[src/rtl/load_store_unit.sv]
// -----------------------------------------------------------------------------
// load_store_unit
//
// Sequencer sitting directly in front of the 32 x 64-bit data memory.
// It accepts one load/store request at a time from the execute stage and
// computes the effective byte address (base + sign-extended 12-bit offset).
// It rejects out-of-range, misaligned and illegal-size requests. It drives
// the memory word address, write enable and write data. Stores narrower than
// a doubleword use read-modify-write. The unit returns sign- or zero-extended
// load data with a one-cycle response pulse.
//
// Ports
//   i_clk          rising-edge clock shared with the data memory
//   i_rst_n        synchronous active-low reset
//   i_req_valid    request present
//   o_req_ready    unit idle and able to accept a request
//   i_req_store    1 = store, 0 = load
//   i_req_funct3   RISC-V size/sign encoding
//   i_req_base     base register value
//   i_req_offset   signed 12-bit immediate
//   i_req_wdata    store data (low bytes used for sub-word sizes)
//   o_resp_valid   one-cycle completion pulse
//   o_resp_data    extended load result, 0 for stores and errors
//   o_resp_err     request rejected (qualified by o_resp_valid)
//   o_mem_addr     memory word index, held from acceptance through response
//   o_mem_we       memory write enable
//   o_mem_din      memory write data (0 outside the write cycle)
//   i_mem_dout     memory read data (valid the cycle after the address)
// -----------------------------------------------------------------------------
module load_store_unit (
  input  logic        i_clk,
  input  logic        i_rst_n,
  input  logic        i_req_valid,
  output logic        o_req_ready,
  input  logic        i_req_store,
  input  logic [2:0]  i_req_funct3,
  input  logic [63:0] i_req_base,
  input  logic [11:0] i_req_offset,
  input  logic [63:0] i_req_wdata,
  output logic        o_resp_valid,
  output logic [63:0] o_resp_data,
  output logic        o_resp_err,
  output logic [4:0]  o_mem_addr,
  output logic        o_mem_we,
  output logic [63:0] o_mem_din,
  input  logic [63:0] i_mem_dout
);

  typedef enum logic [2:0] {
    S_IDLE = 3'd0,
    S_RD   = 3'd1,
    S_CAP  = 3'd2,
    S_WR   = 3'd3,
    S_RESP = 3'd4
  } state_t;

  // Select the addressed bytes of a doubleword and extend them to 64 bits
  // according to the load encoding.
  function automatic logic [63:0] extract_load(input logic [63:0] word,
                                               input logic [2:0]  lane,
                                               input logic [2:0]  funct3);
    logic [63:0] shifted;
    shifted = word >> {lane, 3'b000};
    case (funct3)
      3'b000:  extract_load = {{56{shifted[7]}},  shifted[7:0]};
      3'b001:  extract_load = {{48{shifted[15]}}, shifted[15:0]};
      3'b010:  extract_load = {{32{shifted[31]}}, shifted[31:0]};
      3'b011:  extract_load = shifted;
      3'b100:  extract_load = {56'd0, shifted[7:0]};
      3'b101:  extract_load = {48'd0, shifted[15:0]};
      3'b110:  extract_load = {32'd0, shifted[31:0]};
      default: extract_load = 64'd0;
    endcase
  endfunction

  // Replace the bytes covered by a store of the given size at the given lane
  // with the low bytes of the store data, keeping the rest of the old word.
  function automatic logic [63:0] merge_store(input logic [63:0] old_word,
                                              input logic [63:0] wdata,
                                              input logic [2:0]  lane,
                                              input logic [1:0]  size);
    logic [63:0] mask;
    logic [5:0]  shamt;
    shamt = {lane, 3'b000};
    case (size)
      2'b00:   mask = 64'h0000_0000_0000_00FF;
      2'b01:   mask = 64'h0000_0000_0000_FFFF;
      2'b10:   mask = 64'h0000_0000_FFFF_FFFF;
      default: mask = 64'hFFFF_FFFF_FFFF_FFFF;
    endcase
    mask        = mask << shamt;
    merge_store = (old_word & ~mask) | ((wdata << shamt) & mask);
  endfunction

  // Registered state and request context
  state_t      r_state;
  logic        r_store;
  logic [2:0]  r_funct3;
  logic [63:0] r_wdata;
  logic [2:0]  r_lane;
  logic [4:0]  r_addr;
  logic [63:0] r_rdata;
  logic [63:0] r_resp_data;
  logic        r_resp_err;

  // Combinational helpers
  state_t      w_next;
  logic [63:0] w_ea;
  logic        w_range_err;
  logic        w_misalign;
  logic        w_illegal;
  logic        w_req_err;
  logic        w_accept;
  logic        w_is_sd;
  logic        w_resp_load;
  logic [63:0] w_resp_data_d;
  logic        w_resp_err_d;
  logic [63:0] w_load_data;
  logic [63:0] w_wr_data;

  // Effective address wraps modulo 2^64; only 0x00-0xFF is backed by memory.
  assign w_ea        = i_req_base + {{52{i_req_offset[11]}}, i_req_offset};
  assign w_range_err = |w_ea[63:8];
  assign w_illegal   = i_req_store ? i_req_funct3[2] : (i_req_funct3 == 3'b111);
  assign w_req_err   = w_range_err | w_misalign | w_illegal;
  assign w_is_sd     = i_req_store & (i_req_funct3 == 3'b011);

  // Ready is suppressed while reset is held so nothing is accepted then.
  assign o_req_ready = i_rst_n & (r_state == S_IDLE);
  assign w_accept    = i_req_valid & o_req_ready;

  // Alignment check; funct3[1:0] is the access size for every legal encoding.
  always_comb begin
    w_misalign = 1'b0;
    case (i_req_funct3[1:0])
      2'b00:   w_misalign = 1'b0;
      2'b01:   w_misalign = w_ea[0];
      2'b10:   w_misalign = |w_ea[1:0];
      2'b11:   w_misalign = |w_ea[2:0];
      default: w_misalign = 1'b0;
    endcase
  end

  // Load result is taken straight from the memory output in the capture cycle
  // so it is ready on the first response cycle. Word 0 always reads as zero.
  always_comb begin
    if (r_addr == 5'd0) begin
      w_load_data = 64'd0;
    end else begin
      w_load_data = extract_load(i_mem_dout, r_lane, r_funct3);
    end
  end

  // Write data: full doubleword for SD, otherwise the merged captured word.
  always_comb begin
    if (r_funct3[1:0] == 2'b11) begin
      w_wr_data = r_wdata;
    end else begin
      w_wr_data = merge_store(r_rdata, r_wdata, r_lane, r_funct3[1:0]);
    end
  end

  // Next-state logic and response-register load enables
  always_comb begin
    w_next        = r_state;
    w_resp_load   = 1'b0;
    w_resp_data_d = 64'd0;
    w_resp_err_d  = 1'b0;
    case (r_state)
      S_IDLE: begin
        if (w_accept) begin
          if (w_req_err) begin
            w_next       = S_RESP;
            w_resp_load  = 1'b1;
            w_resp_err_d = 1'b1;
          end else if (w_is_sd) begin
            w_next = S_WR;
          end else begin
            w_next = S_RD;
          end
        end else begin
          w_next = S_IDLE;
        end
      end
      S_RD: begin
        w_next = S_CAP;
      end
      S_CAP: begin
        if (r_store) begin
          w_next = S_WR;
        end else begin
          w_next        = S_RESP;
          w_resp_load   = 1'b1;
          w_resp_data_d = w_load_data;
        end
      end
      S_WR: begin
        w_next      = S_RESP;
        w_resp_load = 1'b1;
      end
      S_RESP: begin
        w_next = S_IDLE;
      end
      default: begin
        w_next = S_IDLE;
      end
    endcase
  end

  // State register
  always_ff @(posedge i_clk) begin
    if (!i_rst_n) begin
      r_state <= S_IDLE;
    end else begin
      r_state <= w_next;
    end
  end

  // Request context, captured read data and response registers
  always_ff @(posedge i_clk) begin
    if (!i_rst_n) begin
      r_store     <= 1'b0;
      r_funct3    <= 3'd0;
      r_wdata     <= 64'd0;
      r_lane      <= 3'd0;
      r_addr      <= 5'd0;
      r_rdata     <= 64'd0;
      r_resp_data <= 64'd0;
      r_resp_err  <= 1'b0;
    end else begin
      if (w_accept) begin
        r_store  <= i_req_store;
        r_funct3 <= i_req_funct3;
        r_wdata  <= i_req_wdata;
        r_lane   <= w_ea[2:0];
        r_addr   <= w_ea[7:3];
      end
      if (r_state == S_CAP) begin
        r_rdata <= i_mem_dout;
      end
      if (w_resp_load) begin
        r_resp_data <= w_resp_data_d;
        r_resp_err  <= w_resp_err_d;
      end
    end
  end

  assign o_resp_valid = (r_state == S_RESP);
  assign o_resp_data  = r_resp_data;
  assign o_resp_err   = r_resp_err;
  assign o_mem_addr   = r_addr;
  // Write enable is gated by reset so a write cycle overlapping reset is lost.
  assign o_mem_we     = i_rst_n & (r_state == S_WR);
  assign o_mem_din    = (r_state == S_WR) ? w_wr_data : 64'd0;

endmodule

[config.mk]
export PLATFORM = sky130hd
export DESIGN_NAME = load_store_unit
export DESIGN_NICKNAME = d
export VERILOG_FILES = /design/src/rtl/load_store_unit.sv
export SDC_FILE = /design/constraint.sdc
export NUM_CORES = 1
export LEC_CHECK = 0
export ABC_CLOCK_PERIOD_IN_PS = 12400
export CORE_MARGIN = 2
export CORE_UTILIZATION = 40
export DETAILED_ROUTE_END_ITERATION = 12
export MAX_ROUTING_LAYER = met4
export PLACE_DENSITY = 0.7
export SYNTH_ARGS = -nofsm -noshare
export SYNTH_HDL_FRONTEND = slang
export SYNTH_SLANG_ARGS = --single-unit
[constraint.sdc]
create_clock -name i_clk -period 12.4 [get_ports i_clk]
set_input_delay 2.48 -clock i_clk [delete_from_list [all_inputs] [get_ports i_clk]]
set_output_delay 2.48 -clock i_clk [all_outputs]
set_load 0.01 [all_outputs]
==> impl_metrics.py <==
metrics = {
    "worst_setup_path": {
        "startpoint_type": "input pin",
        "worst_path_dominant_cell_family": "compound AO/OA/AOI/OAI gates",
        "cp_num_buf_inv": 2,
        "worst_setup_path_end_kind": "flop",
        "timing.critical_path.slowest_stage_cell": "buf_2",
        "worst_path_cell_chain": "buf_2, ha_1, a21oi_1, nand2_1, a221oi_1, o21ai_0, a2111o_1, nor4_1, nand4_1, or4_1, nor4_4, buf_4, a41o_1",
        "cp_max_fo": 68,
        "cp_data_arrival_time_ps": 8020,
        "critical_path_class": "in2reg",
        "critical_path_required_ps": 12880,
        "timing.critical_path.slowest_cell_delay_ps": 840,
    },
    "cells_and_area": {
        "final_nets": 2939,
        "multi_input_comb_area_um2": 12060,
        "fill_cells": 4193,
        "ff_latch_area_um2": 4173,
        "flow.area_growth_from_synthesis_pct": 25.50,
        "fraction_of_layout_cells_with_a_size_suffix_above_1": 0.04739,
    },
    "synthesis": {
        "post_synth.cell_area_avg_um2": 6.915,
        "synth-main-ff-cell": "dfxtp_1",
        "ys_seq_area_frac": 0.2438,
        "yosys_register_bits": 208,
        "syn-num-nets": 2745,
        "netlist_top_cells_area": "dfxtp_1 24%, a21oi_1 11%, nand2_1 11%",
        "count_of_flip_flops_with_a_built_in_enable_after_synthesis": 0,
        "post_synth_inst_count": 2470,
        "synthMostInstantiatedCell": "nand2_1",
        "async_reset_ff_frac": 0,
        "synth_top_cells_by_count": "487 x nand2_1, 371 x a21oi_1, 220 x nor2_1",
        "syn-cell-area_um2": 17080,
        "synth.largest_area_cell": "dfxtp_1",
        "distinct_cell_type_count_after_synthesis": 79,
        "synth_largest_type_area_fraction": 0.2438,
        "yosys_warnings": 0,
    },
    "power_and_ir_drop": {
        "power.internal_uw": 1322,
        "share_comb_of_total_power": 0.294,
        "power-per-cell-area_nw_per_um2": 94.09,
        "clock_power_share": 0.355,
        "p_sw_frac": 0.3443,
        "ir_worst_vdd_uv": 100.3,
        "share_seq_of_total_power": 0.351,
        "p_total_uw": 2017,
        "leakagePower_uw": 0.007987,
        "power.net_switching_uw": 694.5,
    },
    "sta": {
        "maxSlewViolCount": 0,
        "rsz0062_at_grt": "no",
        "setup_viol_count_final": 0,
        "achievable-frequency_mhz": 132.6,
        "fin_skew_ps": 26.22,
        "fin_crit_sh": 0.6082,
        "maxSlewHeadroom": 0.1425,
        "worst-slew-pin-transition_ps": 1286,
        "final_hold_viol_count": 0,
        "final.min_clock_period_ps": 7542,
        "setup_tns_ps": 0,
    },
    "cts": {
        "cts_tree": "built",
        "clk_path_buf_depth": 3,
        "post_cts_resized": 0,
        "numCtsBuffers": 24,
        "ctsHtreeMaxLevel": 1,
        "clkLatencyLatePin_ps": 550,
        "root_buffer_master": "clkbuf_16",
        "clk_pin_slew_worst_paths_ps": 60,
        "cts_hold_repair.buffers": 0,
        "post_cts_buffers": 0,
        "cts_num_sinks": 208,
    },
    "drt": {
        "postRouteAntennaNets": 0,
        "final_routed_drc_violation_total": 0,
        "initialDrtViolationCount": 2355,
        "vias_per_cell": 6.326,
        "drt-wirelength-per-cell_um": 24.59,
        "via_count": 20380,
        "drt_wl_total_um": 79250,
        "drt_pass1_iterations": 6,
    },
    "global_route": {
        "groute.usage.overall": 0.3493,
        "grt_antenna_before_repair": 4,
        "first_global_vias": 19010,
        "grt_max_degree": 131,
        "globalRoute.totalOverflow": 0,
        "grt_first_pass_wirelength_um": 115600,
    },
    "floorplanning": {
        "row_count": 75,
        "die_area_um2": 44370,
        "die_width_um": 210.6,
        "die_height_um": 210.6,
        "placeableCoreArea_um2": 42040,
        "initial_core_util": 0.4063,
        "io_pins": 348,
    },
    "placement": {
        "dp_hpwl_um": 60950,
        "routabilityCongestion": 1.099,
        "port_buffers": 347,
    },
    "outcome": {
        "result_of_the_run": "finished clean",
    },
    "hold_path": {
        "min-delay-path-class": "reg2reg",
    },
    "run": {
        "max-cap-violations": 0,
    },
}
## cells in the final DEF (no fill, tap or decap), types with 5 or more instances in the layout
cell             instances
a2111oi_0                7
a211oi_1                43
a21o_1                  14
a21oi_1                371
a221oi_1                 6
a22oi_1                 13
a31oi_1                  5
a41o_1                  72
buf_4                   26
clkbuf_1                 6
clkbuf_16               25
clkdlybuf4s50_1        345
dfxtp_1                205
ha_1                    63
inv_1                   19
mux2_2                  34
mux2i_1                127
nand2_1                486
nand2b_1                 6
nand3_1                 20
nand4_1                 95
nor2_1                 218
nor2b_1                  5
nor3_1                  37
nor4_1                  11
o211ai_1                20
o21a_1                  18
o21ai_0                183
o21ai_1                 15
o21bai_1                 5
o221ai_1                12
o22ai_1                 10
o31ai_1                  6
or3_1                    8
or4_1                   11
xnor2_1                 22
xor2_1                  14
## path summary, 6_finish.rpt
| check | startpoint | slack, ps | cells past startpoint | end |
|---|---|---|---|---|
| setup / recovery | i_req_offset[11] | 4860 | 13 | o_resp_data[23] |
| setup reg to reg | r_lane[1] | 7900 | 10 | o_resp_data[50] |
| hold reg to reg | r_rdata[11] | 450 | 2 | r_rdata[11] |
| hold / removal | r_rdata[11] | 450 | 2 | r_rdata[11] |
## metal layers
metal / part of all wire / up-vias / wire [um] / track usage
met2: 0.47 / 1057 / 37160 / 0.5774
met1: 0.40 / 9671 / 31410 / 0.4243
met4: 0.052 / 0 / 4158 / 0.1610
met5: 0 / - / 0 / -
li1: - / 9452 / - / -
met3: 0.082 / 202 / 6520 / 0.04535
## flip-flops by register name, indices dropped and copies added, names as in the netlist
| signal | flops |
|---|---|
| r_funct3 | 3 |
| o_resp_err | 1 |
| r_rdata | 64 |
| o_resp_data | 64 |
| r_lane | 3 |
| r_wdata | 64 |
| r_state | 3 |
| r_store | 1 |
| o_mem_addr | 5 |
## power by group through the flow
stage / clock [uW] / combinational, uW / sequential, uW
4_1_cts: 722 / 578 / 707
5_1_grt: 749 / 633 / 709
6_report: 716 / 592 / 709
3_3_place_gp: 0 / 577 / 722
3_5_place_dp: 0 / 575 / 722
2_1_floorplan: 0 / 357 / 704
## logic make-up after synthesis
kind of cell / after synthesis / synth area share
buf+inv: 226 / 0.05208
xor+xnor: 36 / 0.01846
fa+ha+maj: 64 / 0.04732
compound gates: 847 / 0.3061
mux: 161 / 0.09684
flops: 208 / 0.2438
simple gates: 928 / 0.2354
## layout make-up
cell class / count / share of cell area
Timing Repair Buffer: 372 / 0.1704
Clock buffer: 33 / 0.03152
Clock inverter: 9 / 0.004786
Sequential cell: 208 / 0.1947
Tap cell: 539 / 0.03146
Antenna cell: 3 / 0.0003502
Inverter: 22 / 0.003969
Multi-Input combinational cell: 2036 / 0.5628
## worst register-to-register path, delay by kind of cell, from the launching register on
family	cells	cell delay (ps)
AOI/OAI and AO/OA	6	2100
and+or+nand+nor	1	110
muxes	1	220
buffers and inverters	2	1030
DFF	1	1000
## stage by stage
stage / instances / hold WS (ps) / cell area (um^2) / setup slack [ps] / util
after CTS: 3219 / 453.4 / 21430 / 5002 / 0.5097
after floorplan: 2470 / 433.2 / 17080 / 6203 / -
after global placement: 3177 / 442.7 / 20650 / 4559 / 0.4912
after detailed placement: 3177 / 445.4 / 20650 / 4501 / 0.4912
after global routing: 3222 / 466.4 / 21440 / 4574 / 0.5099
final: 3222 / 451.1 / 21440 / 4858 / 0.5099
(Power assumes the default switching activity.)
